[src/rtl/ram_bus_pkg.sv]
// Shared types for the single-port RAM initiator: width defaults, FSM states, strobe encodings.
// RAM_MASTER_VERIFY_EN adds the write-verify states.
package ram_bus_pkg;

  localparam int unsigned AddrWDefault = 8;
  localparam int unsigned DataWDefault = 64;

  typedef enum logic [2:0] {
    StIdle,
    StWr,
    StRdIssue,
    StRdCapt,
    StRdHold,
    StDone
`ifdef RAM_MASTER_VERIFY_EN
    ,
    StVfyRd,
    StVfyCmp
`endif
  } state_e;

  typedef struct packed {
    logic cen;
    logic wen;
  } strobe_t;

  localparam strobe_t StrobeIdle  = '{cen: 1'b0, wen: 1'b0};
  localparam strobe_t StrobeWrite = '{cen: 1'b1, wen: 1'b1};
  localparam strobe_t StrobeRead  = '{cen: 1'b1, wen: 1'b0};

endpackage

[src/rtl/ram_master.sv]
// Burst initiator for the 64x256 single-port synchronous RAM with stream-style data ports.
// Optional read-after-write verify with sticky err is enabled by defining RAM_MASTER_VERIFY_EN.
module ram_master
  import ram_bus_pkg::*;
#(
  parameter int unsigned ADDR_W = AddrWDefault,
  parameter int unsigned DATA_W = DataWDefault
) (
  input  logic              clk,
  input  logic              rst,
  input  logic              cmd_valid,
  output logic              cmd_ready,
  input  logic              cmd_wr,
  input  logic [ADDR_W-1:0] cmd_addr,
  input  logic [ADDR_W-1:0] cmd_len,
  input  logic              wdata_valid,
  output logic              wdata_ready,
  input  logic [DATA_W-1:0] wdata,
  output logic              rdata_valid,
  input  logic              rdata_ready,
  output logic [DATA_W-1:0] rdata,
  output logic              busy,
  output logic              done,
  output logic              err,
  output logic              m_cen,
  output logic              m_wen,
  output logic [ADDR_W-1:0] m_addr,
  output logic [DATA_W-1:0] m_din,
  input  logic [DATA_W-1:0] m_dout
);

  state_e            state_q, state_d;
  logic [ADDR_W-1:0] addr_q, addr_d;
  logic [ADDR_W-1:0] cnt_q, cnt_d;
  strobe_t           strb_q, strb_d;
  logic [ADDR_W-1:0] m_addr_d;
  logic [DATA_W-1:0] m_din_d;
  logic [DATA_W-1:0] rdata_d;
  logic              rdata_valid_d;
  logic              done_d;

`ifdef RAM_MASTER_VERIFY_EN
  logic err_q, err_d;
  assign err = err_q;
`else
  assign err = 1'b0;
`endif

  assign cmd_ready   = (state_q == StIdle);
  assign wdata_ready = (state_q == StWr);
  assign busy        = (state_q != StIdle);
  assign m_cen       = strb_q.cen;
  assign m_wen       = strb_q.wen;
  // done trails the DONE state so it lands one cycle after the final write strobe
  assign done_d      = (state_q == StDone);

  always_comb begin
    state_d       = state_q;
    addr_d        = addr_q;
    cnt_d         = cnt_q;
    strb_d        = StrobeIdle;
    m_addr_d      = m_addr;
    m_din_d       = m_din;
    rdata_d       = rdata;
    rdata_valid_d = rdata_valid;
`ifdef RAM_MASTER_VERIFY_EN
    err_d         = err_q;
`endif
    unique case (state_q)
      StIdle: begin
        if (cmd_valid) begin
          addr_d = cmd_addr;
          cnt_d  = cmd_len;
`ifdef RAM_MASTER_VERIFY_EN
          err_d  = 1'b0;
`endif
          if (cmd_wr) begin
            state_d = StWr;
          end else begin
            state_d  = StRdIssue;
            strb_d   = StrobeRead;
            m_addr_d = cmd_addr;
          end
        end
      end
      StWr: begin
        if (wdata_valid) begin
          strb_d   = StrobeWrite;
          m_addr_d = addr_q;
          m_din_d  = wdata;
          addr_d   = addr_q + ADDR_W'(1);
`ifdef RAM_MASTER_VERIFY_EN
          state_d  = StVfyRd;
`else
          if (cnt_q == '0) begin
            state_d = StDone;
          end else begin
            cnt_d = cnt_q - ADDR_W'(1);
          end
`endif
        end
      end
      StRdIssue: state_d = StRdCapt;
      StRdCapt: begin
        rdata_d       = m_dout;
        rdata_valid_d = 1'b1;
        state_d       = StRdHold;
      end
      StRdHold: begin
        if (rdata_ready) begin
          rdata_valid_d = 1'b0;
          addr_d        = addr_q + ADDR_W'(1);
          if (cnt_q == '0) begin
            state_d = StDone;
          end else begin
            cnt_d    = cnt_q - ADDR_W'(1);
            strb_d   = StrobeRead;
            m_addr_d = addr_q + ADDR_W'(1);
            state_d  = StRdIssue;
          end
        end
      end
      StDone: state_d = StIdle;
`ifdef RAM_MASTER_VERIFY_EN
      // First cycle shows the write strobe and schedules the read-back at the same address.
      StVfyRd: begin
        if (strb_q.wen) begin
          strb_d = StrobeRead;
        end else begin
          state_d = StVfyCmp;
        end
      end
      StVfyCmp: begin
        if (m_dout != m_din) err_d = 1'b1;
        if (cnt_q == '0) begin
          state_d = StDone;
        end else begin
          cnt_d   = cnt_q - ADDR_W'(1);
          state_d = StWr;
        end
      end
`endif
      default: state_d = StIdle;
    endcase
  end

  always_ff @(posedge clk) begin
    if (rst) begin
      state_q     <= StIdle;
      addr_q      <= '0;
      cnt_q       <= '0;
      strb_q      <= StrobeIdle;
      m_addr      <= '0;
      m_din       <= '0;
      rdata       <= '0;
      rdata_valid <= 1'b0;
      done        <= 1'b0;
    end else begin
      state_q     <= state_d;
      addr_q      <= addr_d;
      cnt_q       <= cnt_d;
      strb_q      <= strb_d;
      m_addr      <= m_addr_d;
      m_din       <= m_din_d;
      rdata       <= rdata_d;
      rdata_valid <= rdata_valid_d;
      done        <= done_d;
    end
  end

`ifdef RAM_MASTER_VERIFY_EN
  always_ff @(posedge clk) begin
    if (rst) err_q <= 1'b0;
    else     err_q <= err_d;
  end
`endif

endmodule

[config.mk]
export PLATFORM = sky130hd
export DESIGN_NAME = ram_master
export DESIGN_NICKNAME = d
export VERILOG_FILES = /design/src/rtl/ram_bus_pkg.sv /design/src/rtl/ram_master.sv
export SDC_FILE = /design/constraint.sdc
export NUM_CORES = 1
export LEC_CHECK = 0
export ABC_AREA = 1
export CAP_MARGIN = 20
export CORE_MARGIN = 2
export CORE_UTILIZATION = 45
export CTS_CLUSTER_DIAMETER = 40
export DETAILED_ROUTE_END_ITERATION = 8
export PLACE_DENSITY = 0.86
export RECOVER_POWER = 100
export SLEW_MARGIN = 15
export SYNTH_ARGS = -nofsm -noshare
export SYNTH_HDL_FRONTEND = slang
export SYNTH_SLANG_ARGS = --single-unit
[constraint.sdc]
create_clock -name clk -period 2.6 [get_ports clk]
set_input_delay 0.52 -clock clk [delete_from_list [all_inputs] [get_ports clk]]
set_output_delay 0.52 -clock clk [all_outputs]
set_load 0.05 [all_outputs]
---- After elaboration in Yosys (flattened, before gate mapping) ----
Index checks and enable logic that the tools add are counted.
operators by class
  multiplexer cells ....................... 30
  reduce and logical (&&, ||, !) cells .... 10
  add/subtract/negate cells ............... 2
  eq/ne operators ......................... 11
operators by type and width
  cell                   number
  $mux W8                12
  $pmux W8 S3            3
  $mux W3                5
  $pmux W3 S5            1
  $mux W2                6
  $ne A2 B2 Y1 const B   5
  $add A8 B1 Y8 const B  1
  $logic_not A8 Y1       1
  $reduce_and A4 Y1      2
  $sub A8 B1 Y8 const B  1
  $eq A3 B2 Y1 const B   2
  $eq A3 B3 Y1 const B   2
  $pmux W2 S3            1
  $reduce_and A6 Y1      1
  $reduce_bool A3 Y1     2
  $reduce_and A2 Y1      2
  $eq A3 B1 Y1 const B   1
  $logic_not A3 Y1       1
  $ne A2 B1 Y1 const B   1
  $pmux W1 S2            1
  $reduce_bool A2 Y1     1
  $mux W1                1
storage, ports and cells
  input port bits ......................... 150
  flip-flop bits (word level) ............. 159
  output and inout bits ................... 144
  logic and storage cells ................. 63

---- Depth between registers and ports, before layout ----
  word-level depth ........................ 4
  mapped depth ............................ 10
  mapped depth without buffers ............ 10

---- Worst setup path after synthesis ----
No wires, ideal clock.
  kind .................................... reg2out
  start point ............................. register state_q[2]
  end point ............................... output cmd_ready
  buffers on the path ..................... 0
  cell stages (with the launch flop) ...... 4
  required time ........................... 2,080 ps
  slack ................................... 742 ps
  arrival time ............................ 1,338 ps
  path through ............................ dfxtp_1 -> nor2_4 -> nand2_1 -> inv_1
between the ends
  cells in the longest elaborated chain, start to end .. 1
RTL lines
  what                    line               text
  start, declared         ram_master.sv:32   state_e state_q, state_d;
  start signal, assigned  ram_master.sv:149  state_q <= StIdle;
  start signal, assigned  ram_master.sv:159  state_q <= state_d;
  $logic_not A3 Y1        ram_master.sv:49   assign cmd_ready = (state_q == StIdle);
  end, declared           ram_master.sv:12   output logic cmd_ready,
Every way passes these cells.

---- Worst setup path after layout ----
  start point ............................. register state_q[1]
  end point ............................... output busy
between the ends
  cells in the longest elaborated chain, start to end .. 1
RTL lines
  what                line              text
  $reduce_bool A3 Y1  ram_master.sv:51  assign busy = (state_q != StIdle);
  end, declared       ram_master.sv:22  output logic busy,
Every way passes these cells.

==> run metrics <==
GR Util met3 0.122; Crit Path Category flip-flop to primary output; met2 track demand over resource 0.440; Vias/cell 4.96; crit path cell chain inv_1, nand2_1, clkdlybuf4s50_1; Largest stage delay, worst path 0.81 ns; Final min period 2.48 ns; initial antenna violation count 0; largest net degree at the start of global routing 82; layout cells sized above 1 0.0438; Yosys top cell by area dfxtp_1; Hold Crit Depth 2; cell depth of the worst setup path 3; final worst-path cycle share 0.955; routability cong. 0.845; vias in the first global route 6149; Yosys top cell area share 0.499; Cell variety after synth 30; CTS Hold Bufs 0; fraction of registers with async set or reset after synthesis 0; Pwr Total 9670 uW; FF-to-FF path depth 5; HP Class flip-flop to flip-flop; reg2reg start state_q[2]$_SDFFE_PP0P_; clock-pin slew on the worst setup and hold paths 0.06 ns; WHS Endpoint rdata[57]$_SDFFE_PP0P_; CP max-delay cell clkdlybuf4s50_1; vias 6660; cells after synthesis 883; IO Count 294; PwrDens 986 nW/um^2; CP delay by family, top buffers and inverters; count leader, synth nor2_1; CP startpoint kind flip-flop; Hold Vio Cnt, Final 0; clock skew 0.00801 ns; Post-synth EDFFs 0; Mapped Nets 1036; DR iter-0 viols 424; top_reg_cell synth dfxtp_1; die span in y 123 um; RSZ-0062 raised after global routing no; post-CTS setup buffer count 0; status finished clean; ant diodes 0; CTS tree done; I/O Buffers 292; First-pass DRT Iterations 5; H-tree Lvls 4; setup TNS 0 ns; core area 13900 sq um; GRT Resource Usage Total 0.262; register bit total from synthesis 159; CTS resizes 1; post-synthesis to final-layout area growth 53.8%; Post-layout nets 1307; hpwl dp 14200 um; clk_lat worst skew 0.42 ns; CP arrival 1.96 ns; starting density of the core 0.459; register area share after synthesis 0.499; Slew @ Worst Pin 1.22 ns; Ys Warns 0; Worst setup EP type primary output; Reg2Reg Setup Slack 0.42 ns; Root Driver clkbuf_16; Synth Cell Area 6380 sq um; die width 123 um; total CTS buffers 17; DR WL/cell 15.1 um; largest cells by area after synthesis dfxtp_1 (50%), nor2_1 (19%), o21ai_0 (12%), nand2_1 (6.1%), nand3_1 (2.0%); global-route wire length before repair 30600 um; met1 Use GR 0.283; Residual DRC 0; Post-synth top cells nor2_1 (319), dfxtp_1 (159), o21ai_0 (151); GRT busiest layer met2; CP Max Fanout 7; Slew HR 0.188; Leak Pwr 0.00448 uW; Overflow after GRT 0; Final Max Tran Viols 0; num rows 43; Max Root-Sink Buffers 2; HP Start rdata[57]$_SDFFE_PP0P_; ANT nets after route 0; reg-to-reg endpoint rdata[4]$_SDFFE_PP0P_; CP required 2.08 ns; Clock Sinks 159; Max Clock Freq 0.403 GHz; # setup viols final 0; Post-Route WL 20300 um; max-cap violations 0; Worst VDD drop 0.000661 V; die area 15100 sq um; syn avg cell area 7.22 sq um; WP buf/inv 2
-- flip-flops by register name, summed over array words and instances, names as in the netlist --
signal	count
rdata	64
state_q	3
m_din	64
rdata_valid	1
done	1
cnt_q	8
addr_q	8
m_cen	1
m_addr	8
m_wen	1
-- worst register-to-register path, delay by kind of cell (launching register included) --
family / cells / cell delay, ns
buf+inv: 2 / 1.05
flops: 1 / 0.43
simple gates: 2 / 0.33
compound gates: 1 / 0.30
-- area by class of cell --
class	instances	area (sq um)
clock inverter	7	40.0
fill	1127	4070
multi-input combinational	638	2730
timing repair buffer	303	3020
inverter	35	133
tap	180	225
clock buffer	22	474
sequential	159	3180
-- per-layer routing --
layer  share of wire  vias up
met3            0.12       38
li1                -     3338
met2            0.47      307
met5               0        -
met4           0.030        0
met1            0.37     2977
-- report_power, final --
part           internal (uW)  switching [uW]
clock                   1270             946
combinational           1310            2900
sequential              2930             316
-- cells by family after synthesis --
family          synth area share
simple gates               0.288
compound gates             0.134
flops                      0.499
buf+inv                   0.0712
fa+ha+maj                0.00589
xor+xnor                 0.00137
other cells             0.000588
-- how the worst max path moves through the flow --
stage | from | endpoint | slack (ns)
final | state_q[1]$_SDFFE_PP0P_ | busy | 0.12
after global routing | rst | rdata[48]$_SDFFE_PP0P_ | 0.04
after CTS | state_q[2]$_SDFFE_PP0P_ | cmd_ready | 0.05
after detailed placement | state_q[0]$_SDFFE_PP0P_ | wdata_ready | 0.32
after global placement | state_q[0]$_SDFFE_PP0P_ | wdata_ready | 0.36
after floorplan | state_q[2]$_SDFFE_PP0P_ | cmd_ready | 0.74
-- metrics by stage --
step                      utilization  instances  cell area [sq um]  setup WS, ns  hold slack (ns)
after global placement          0.672       1315               9330         0.363            0.461
after floorplan                     -        883               6380         0.742            0.474
after global routing            0.707       1344               9810        0.0411            0.498
after CTS                       0.709       1344               9840        0.0528            0.485
final                           0.707       1344               9810         0.118            0.474
after detailed placement        0.672       1315               9330         0.324            0.470
-- layout by cell type, fill, tap and decap left out, types with 2 or more instances in the layout --
cell type	n
nor2_1	320
dfxtp_1	159
o21ai_0	153
clkdlybuf4s50_1	149
dlygate4sd3_1	141
nand2_1	103
inv_1	30
nand3_1	25
clkbuf_16	17
a21oi_1	10
nor2_2	6
buf_4	6
clkinv_2	5
clkbuf_1	4
nand2_2	3
nand4_1	3
ha_1	3
clkbuf_8	3
inv_2	2
nor2_4	2
clkinv_1	2
o21bai_1	2
a22oi_1	2
nor3_1	2
clkinvlp_4	2
buf_12	2
(Power assumes the default switching activity.)
